==> src/rtl/mcnc_shell_pkg.sv <==
// Shared types and sizing helpers for the benchmark I/O shells.
// Beat counts and counter widths are derived from the vector and lane widths.
package mcnc_shell_pkg;

    typedef enum logic [1:0] {
        LOAD   = 2'd0,
        SETTLE = 2'd1,
        SEND   = 2'd2
    } state_e;

    function automatic int n_beats(input int w, input int lane);
        return (w + lane - 1) / lane;
    endfunction

    // Width of a counter holding values 0..n-1, never less than one bit.
    function automatic int cnt_w(input int n);
        return (n <= 2) ? 1 : $clog2(n);
    endfunction

endpackage

==> src/rtl/lane_serializer.sv <==
// Captures a wide result vector and streams it out LSB-first in LANE_W beats
// with a valid/ready handshake; done marks the transfer of the final beat.
module lane_serializer
    import mcnc_shell_pkg::*;
#(
    parameter int DATA_W = 66,
    parameter int LANE_W = 8
) (
    input  logic              clk,
    input  logic              rst,
    input  logic              load,
    input  logic [DATA_W-1:0] din,
    input  logic              m_ready,
    output logic              m_valid,
    output logic [LANE_W-1:0] m_data,
    output logic              m_last,
    output logic              done
);

    localparam int N     = n_beats(DATA_W, LANE_W);
    localparam int IW    = cnt_w(N);
    localparam int PAD_W = N * LANE_W;

    logic [DATA_W-1:0]          cap_q, cap_d;
    logic [IW-1:0]              idx_q, idx_d;
    logic                       act_q, act_d;
    logic [N-1:0][LANE_W-1:0]   cap_beats;
    logic                       xfer;

    // Zero-extension makes bits past DATA_W in the final beat read as 0.
    assign cap_beats = PAD_W'(cap_q);
    assign m_valid   = act_q;
    assign m_data    = cap_beats[idx_q];
    assign m_last    = act_q && (idx_q == IW'(N - 1));
    assign xfer      = act_q && m_ready;
    assign done      = xfer && m_last;

    always_comb begin
        cap_d = cap_q;
        idx_d = idx_q;
        act_d = act_q;
        if (load) begin
            cap_d = din;
            idx_d = '0;
            act_d = 1'b1;
        end else if (xfer) begin
            if (m_last) begin
                idx_d = '0;
                act_d = 1'b0;
            end else begin
                idx_d = idx_q + 1'b1;
            end
        end
    end

    always_ff @(posedge clk or posedge rst) begin
        if (rst) begin
            cap_q <= '0;
            idx_q <= '0;
            act_q <= 1'b0;
        end else begin
            cap_q <= cap_d;
            idx_q <= idx_d;
            act_q <= act_d;
        end
    end

endmodule

==> src/rtl/mcnc_bench_io_shell.sv <==
// Streaming harness around a wide combinational benchmark: deserialize a PI
// frame, apply it atomically, wait SETTLE_CYC cycles, serialize the POs back.
module mcnc_bench_io_shell
    import mcnc_shell_pkg::*;
#(
    parameter int PI_W       = 85,
    parameter int PO_W       = 66,
    parameter int LANE_W     = 8,
    parameter int SETTLE_CYC = 2
) (
    input  logic              clk,
    input  logic              rst,
    input  logic              s_valid,
    output logic              s_ready,
    input  logic [LANE_W-1:0] s_data,
    input  logic              s_last,
    output logic [PI_W-1:0]   pi_vec,
    input  logic [PO_W-1:0]   po_vec,
    output logic              m_valid,
    input  logic              m_ready,
    output logic [LANE_W-1:0] m_data,
    output logic              m_last,
    output logic              frame_err,
    output logic              busy
);

    localparam int N_IN   = n_beats(PI_W, LANE_W);
    localparam int IN_CW  = cnt_w(N_IN);
    localparam int SET_CW = cnt_w(SETTLE_CYC + 1);

    state_e            state_q, state_d;
    logic [IN_CW-1:0]  in_cnt_q, in_cnt_d;
    logic [SET_CW-1:0] set_cnt_q, set_cnt_d;
    logic [PI_W-1:0]   shadow_q, shadow_d, shadow_nx;
    logic [PI_W-1:0]   pi_q, pi_d;
    logic              err_q, err_d;
    logic              cap_en, ser_done, last_beat;

    // Shadow with the current beat merged in; bits past PI_W simply have no slot.
    for (genvar b = 0; b < PI_W; b++) begin : g_shadow
        assign shadow_nx[b] = (in_cnt_q == IN_CW'(b / LANE_W)) ? s_data[b % LANE_W]
                                                                : shadow_q[b];
    end

    assign last_beat = (in_cnt_q == IN_CW'(N_IN - 1));
    assign s_ready   = (state_q == LOAD) && !rst;
    assign busy      = (state_q != LOAD);
    assign pi_vec    = pi_q;
    assign frame_err = err_q;

    always_comb begin
        state_d   = state_q;
        in_cnt_d  = in_cnt_q;
        set_cnt_d = set_cnt_q;
        shadow_d  = shadow_q;
        pi_d      = pi_q;
        err_d     = 1'b0;
        cap_en    = 1'b0;
        case (state_q)
            LOAD: begin
                if (s_valid) begin
                    shadow_d = shadow_nx;
                    if (s_last && last_beat) begin
                        pi_d      = shadow_nx;
                        in_cnt_d  = '0;
                        set_cnt_d = '0;
                        state_d   = SETTLE;
                    end else if (s_last || last_beat) begin
                        err_d    = 1'b1;
                        in_cnt_d = '0;
                    end else begin
                        in_cnt_d = in_cnt_q + 1'b1;
                    end
                end
            end
            SETTLE: begin
                if (set_cnt_q == SET_CW'(SETTLE_CYC - 1)) begin
                    cap_en    = 1'b1;
                    set_cnt_d = '0;
                    state_d   = SEND;
                end else begin
                    set_cnt_d = set_cnt_q + 1'b1;
                end
            end
            SEND: begin
                if (ser_done) state_d = LOAD;
            end
            default: state_d = LOAD;
        endcase
    end

    always_ff @(posedge clk or posedge rst) begin
        if (rst) begin
            state_q   <= LOAD;
            in_cnt_q  <= '0;
            set_cnt_q <= '0;
            shadow_q  <= '0;
            pi_q      <= '0;
            err_q     <= 1'b0;
        end else begin
            state_q   <= state_d;
            in_cnt_q  <= in_cnt_d;
            set_cnt_q <= set_cnt_d;
            shadow_q  <= shadow_d;
            pi_q      <= pi_d;
            err_q     <= err_d;
        end
    end

    lane_serializer #(
        .DATA_W (PO_W),
        .LANE_W (LANE_W)
    ) u_ser (
        .clk     (clk),
        .rst     (rst),
        .load    (cap_en),
        .din     (po_vec),
        .m_ready (m_ready),
        .m_valid (m_valid),
        .m_data  (m_data),
        .m_last  (m_last),
        .done    (ser_done)
    );

endmodule

==> config.mk <==
export PLATFORM = sky130hd
export DESIGN_NAME = mcnc_bench_io_shell
export DESIGN_NICKNAME = d
export VERILOG_FILES = /design/src/rtl/mcnc_shell_pkg.sv /design/src/rtl/lane_serializer.sv /design/src/rtl/mcnc_bench_io_shell.sv
export SDC_FILE = /design/constraint.sdc
export NUM_CORES = 1
export LEC_CHECK = 0
export ABC_AREA = 1
export BUFFER_PORTS_ARGS = -buffer_cell sky130_fd_sc_hd__buf_2
export CAP_MARGIN = 25
export CORE_MARGIN = 2
export CORE_UTILIZATION = 44
export DETAILED_ROUTE_END_ITERATION = 7
export GPL_TIMING_DRIVEN = 0
export HOLD_SLACK_MARGIN = 0.1
export PLACE_DENSITY = 0.64
export SLEW_MARGIN = 10
export SYNTH_ARGS = -nofsm -noshare
export SYNTH_HDL_FRONTEND = slang
export SYNTH_SLANG_ARGS = --single-unit
export TNS_END_PERCENT = 100
==> constraint.sdc <==
create_clock -name clk -period 13.2 [get_ports clk]
set_input_delay 1.32 -clock clk [delete_from_list [all_inputs] [get_ports clk]]
set_output_delay 1.32 -clock clk [all_outputs]
set_load 0.03 [all_outputs]
Word level (Yosys, flattened, before mapping). Cells that the tools add are included.

Add/sub/neg operators: 3. $lt $le $gt $ge: 1. Eq/ne operators: 18. Muxes and demuxes: 110. Reductions and logical operators: 18.

Operators with widths (count): $mux W1 (94); $bmux W8 S4 (1); $mux W4 (5); $eq A4 B3 Y1 const B (4); $eq A4 B4 Y1 const B (4); $mux W2 (7); $add A4 B1 Y4 const B (2); $eq A4 B2 Y1 const B (2); $mux W8 (1); $reduce_bool A2 Y1 (4); $ne A2 B2 Y1 const B (3); $pmux W2 S3 (1); $reduce_and A3 Y1 (2); $logic_and A1 B1 Y1 (5); $lt A4 B5 Y1 const B (1); $eq A2 B1 Y1 const B (2); $eq A4 B1 Y1 const B (1); $logic_not A4 Y1 (1); $pmux W2 S2 (1); $reduce_and A2 Y1 (2); $reduce_and A4 Y1 (1); $add A2 B1 Y2 const B (1); $eq A2 B2 Y1 const B (1); $logic_not A2 Y1 (1); other kinds (3) (3).

Bits in registers: 250. Input port bits: 79. Output and inout bits: 98. Logic and storage cells: 159.

Longest topological paths before layout.
Depth after elaboration: 6. Gate-level depth with buffers: 14. Mapped depth without buffers: 10.

Hierarchy. Synthesis repeated with hierarchy kept, for this count alone.

Cell total of the unflattened synthesis: 1449. Area total of the unflattened synthesis: 11459.7 um2.

By module, submodules not included: mcnc_bench_io_shell (instances 1, cells an instance 998, area an instance 7975.1 um2, sequential area each 4479.3 um2); lane_serializer (instances 1, cells an instance 451, area an instance 3484.6 um2, sequential area each 1776.7 um2).

Worst setup path before layout. Ideal clock, no wire load.

Path type: input to output. Start: input port rst. End: output port s_ready. Data arrival time: 1.733 ns. Data required time: 11.880 ns. Setup slack: 10.147 ns. Stages on the path: 1. Path buffers: 0. Path through: nor2_1.

Longest elaborated chain between the ends: 2.

RTL lines: start: declaration (RTL line mcnc_bench_io_shell.sv:12) `input logic rst,`; $logic_not A1 Y1 (no line); $logic_and A1 B1 Y1 (RTL line mcnc_bench_io_shell.sv:46) `assign s_ready = (state_q == LOAD) && !rst;`; end: declaration (RTL line mcnc_bench_io_shell.sv:14) `output logic s_ready,`.

No other way between the ends.

Worst setup path in the final report.
Start: register u_ser.idx_q[0]. End: output port m_data[4].

Longest elaborated chain between the ends: 2.

RTL lines: start: declaration (RTL line lane_serializer.sv:25) `logic [IW-1:0] idx_q, idx_d;`; start signal: assignment (RTL line lane_serializer.sv:63) `idx_q <= idx_d;`; $bmux W8 S4 (RTL line lane_serializer.sv:33) `assign m_data = cap_beats[idx_q];`; $mux W8 (implied by the code) (RTL line lane_serializer.sv:33); end: declaration (RTL line mcnc_bench_io_shell.sv:21) `output logic [LANE_W-1:0] m_data,`.

No other way between the ends. The select of a mux whose other input is x is not followed.

==> flow_summary.yaml <==
outcome:
  outcome: "finished, final reports clean"
critical_path:
  crit_chain: "inv_1 > clkbuf_1 > o21ai_0 > nand2_1 > nor2_1 > nor2_1 > buf_2"
  cp-start-kind: "flop"
  crit_top_cell: "nor2_1"
  worstSetupPathType: "reg2out"
  cp-end-kind: "output port"
  arrival_ns: 2.29
  r2r_slack_ns: 10.41
  cp_slowest_cell: "clkbuf_1"
  worstPathMaxFanout: 10
  regToRegEndpoint: "pi_vec[17]$_DFFE_PP0P_"
  r2r-start: "in_cnt_q[0]$_DFFE_PP0N_"
  worstPathRequired_ns: 11.88
  r2r_cells: 13
  cp-startpoint: "u_ser.idx_q[0]$_DFFE_PP0P_"
  slowest_delay_ns: 0.42
placed_design:
  dp_worst_setup_slack_ns: 10.12
  gp_congestion: 0.8346
  portBuffers: 176
  dp_hpwl_um: 20240
  place_inst: 1879
pwr:
  p_int_mw: 1.733
  combPwrFrac_pct: 26.8
  p_seq_share_pct: 39.5
  switching_share_pct: 33.66
  p_switching_mw: 0.8791
  powerDensity_mw_per_mm2: 194.8
  leakage_nw: 7.150
  power.share.clock_pct: 33.7
  vdd_drop_max_mv: 0.1594
logic_synthesis:
  syn_area_per_cell_sq_um: 7.982
  synth_area_leaders: "dfrtp_1 57%, nand2_1 21%, o21ai_0 7.3%, nor2_1 2.7%, inv_1 2.0%"
  synth.top_cell.area_share_pct: 56.92
  synth_cell_type_count: 24
  yosysTopAreaCell: "dfrtp_1"
  yosys_warnings: 0
  synth-seq-cells: 250
  syn_nets: 1464
  synth_area_sq_mm: 0.01099
  synth-seq-area-share_pct: 56.92
  synth_cells: 1377
clocking:
  post-cts-setup-buffers: 0
  numCtsBuffers: 28
  cts_hold_buf: 0
  clockBufferDepth: 3
  cts-resized-gates: 0
  cts_tree: "done"
  clock-sinks: 250
  htree_levels: 1
  worstSkewPairLatency_ns: 0.53
  clkTransAtPathRegs_ns: 0.06
  cts-root-buf: "clkbuf_16"
detailed_routing:
  vias: 9482
  first_pass_iters: 5
  avgRoutedWirePerCell_um: 15.04
  drt_wl_total_um: 29050
  drtAntennaViolNets: 0
  viasPerCell: 4.910
  drtIter0Drc: 647
  drc_errors: 0
min_path:
  hp-start: "pi_vec[64]$_DFFE_PP0P_"
  min_path_type: "reg2reg"
  hold_depth: 2
  holdPathEnd: "pi_vec[64]$_DFFE_PP0P_"
cells_and_area:
  layoutNonFillerInstCount: 1931
  fillerInstances: 2303
  areaGrowthSynthToFinish_pct: 21.99
  fin_nets: 1672
  antennaDiodeCount: 0
  drive_above_1_share_pct: 16.99
sta:
  tightest_slew_ns: 0.8162
  fmaxAchievable_mhz: 276.8
  final.setup.worst_slack_ns: 9.587
  hold_violations: 0
  setup_viol: 0
  fin_crit_sh_pct: 27.37
  min_period_ns: 3.613
  finClkSkew_ns: 0.01012
  timing.slew.headroom_pct: 45.58
  slew_viol_final: 0
  fin_setup_tns_ns: 0
  rsz0062_at_grt: "false"
grt:
  grt_pass1_vias: 8999
  grt_max_degree: 97
  gr-usage-all-layers_pct: 22.26
  grt_pass1_wl_um: 46910
  grt-ovfl-total: 0
  antenna_found_initial: 0
floorplan:
  fp.dieH_um: 162.0
  fp.coreArea_sq_mm: 0.02439
  ios: 177
  rows: 57
  initial_utilization_pct: 45.06
  die-area_sq_mm: 0.02626
  die_width_um: 162.0
flow_run:
  max_cap_viol_count: 0
## cells in the final DEF, fill, tap and decap left out, types with 5 or more instances in the layout
cell type / n
inv_2: 5
inv_1: 59
nand2_1: 624
ha_1: 8
clkinv_1: 5
clkbuf_8: 9
dfrtp_1: 250
nor2_1: 79
o21ai_0: 161
a21oi_1: 33
o21ai_1: 14
clkbuf_16: 29
bufinv_16: 6
buf_4: 5
nand3_1: 43
buf_1: 8
buf_2: 206
clkbuf_1: 39
## synthesized netlist by cell type
library cell,number
dfrtp_1,250
nand4_1,3
o21ai_1,14
nand2_1,624
clkinv_1,5
o21ai_0,161
a21oi_1,33
buf_4,5
nand3_2,1
nor2_4,1
buf_1,8
buf_6,1
buf_2,30
o22ai_1,4
clkbuf_1,36
inv_2,5
nand2_2,1
xor2_1,3
nor2_1,79
inv_1,60
nor2_2,1
ha_1,8
xnor2_1,1
nand3_1,43
## worst max-delay path by stage
stage                                         to
final                                  m_data[4]
after global routing                   m_data[7]
after CTS                                 m_last
after detailed placement                 s_ready
after global placement    pi_vec[12]$_DFFE_PP0P_
after floorplan              frame_err$_DFF_PP0_
## worst max-delay path: cells and delay by family, from the launching register on
| family | cells | cell delay [ns] |
|---|---|---|
| buffers and inverters | 3 | 0.82 |
| AO/OA/AOI/OAI | 1 | 0.23 |
| flip-flops | 1 | 0.40 |
| AND/OR/NAND/NOR | 3 | 0.30 |
## through the flow
| stage | util (%) | total power [mW] | hold WS (ns) | area [sq um] |
|---|---|---|---|---|
| floorplan | - | 1.533 | 0.4436 | 10990 |
| global placement | 50.33 | 1.719 | 0.4575 | 12280 |
| detailed placement | 50.59 | 1.741 | 0.4610 | 12340 |
| CTS | 54.97 | 2.627 | 0.4774 | 13410 |
| global route | 54.97 | 2.774 | 0.4880 | 13410 |
| finish | 54.97 | 2.612 | 0.4712 | 13410 |
## power groups by stage
stage,combinational (mW),clock (mW),sequential [mW]
floorplan,0.499,0,1.03
detailed placement,0.701,0,1.04
global placement,0.684,0,1.03
CTS,0.705,0.893,1.03
finish,0.701,0.879,1.03
global route,0.796,0.927,1.05
## state kept, by name (all words and copies together), names as in the netlist
signal,cells
frame_err,1
in_cnt_q,4
pi_vec,85
set_cnt_q,2
shadow_q,85
state_q,2
u_ser.cap_q,66
u_ser.idx_q,4
u_ser.m_valid,1
## per-layer routing
layer	share of wire (%)	vias to the layer above	global-route usage (%)
met1	45	4415	30.85
met2	47	284	37.08
li1	-	4743	-
met4	2.0	0	5.471
met5	0	-	0
met3	6.0	40	3.320
## area by class of cell
type | instances | area (sq um) | share of cell area (%)
clock inverters | 11 | 207.7 | 1.549
multi-input cells | 977 | 4108 | 30.64
clock buffers | 41 | 860.8 | 6.420
flip-flops and latches | 250 | 6256 | 46.66
plain buffers | 80 | 364.1 | 2.716
well taps | 324 | 405.4 | 3.024
inverters | 70 | 270.3 | 2.016
repair buffers | 178 | 935.9 | 6.980
## logic make-up (layout without fill, tap and decap cells)
logic type | after synthesis | in the layout | synth area share, %
AO/OA/AOI/OAI | 212 | 212 | 9.699
XOR/XNOR | 4 | 4 | 0.3188
adder cells (fa/ha/maj) | 8 | 8 | 0.9108
buffers and inverters | 150 | 380 | 5.704
flip-flops | 250 | 250 | 56.92
AND/OR/NAND/NOR | 753 | 753 | 26.45
Power figures use the tool's default switching activity.
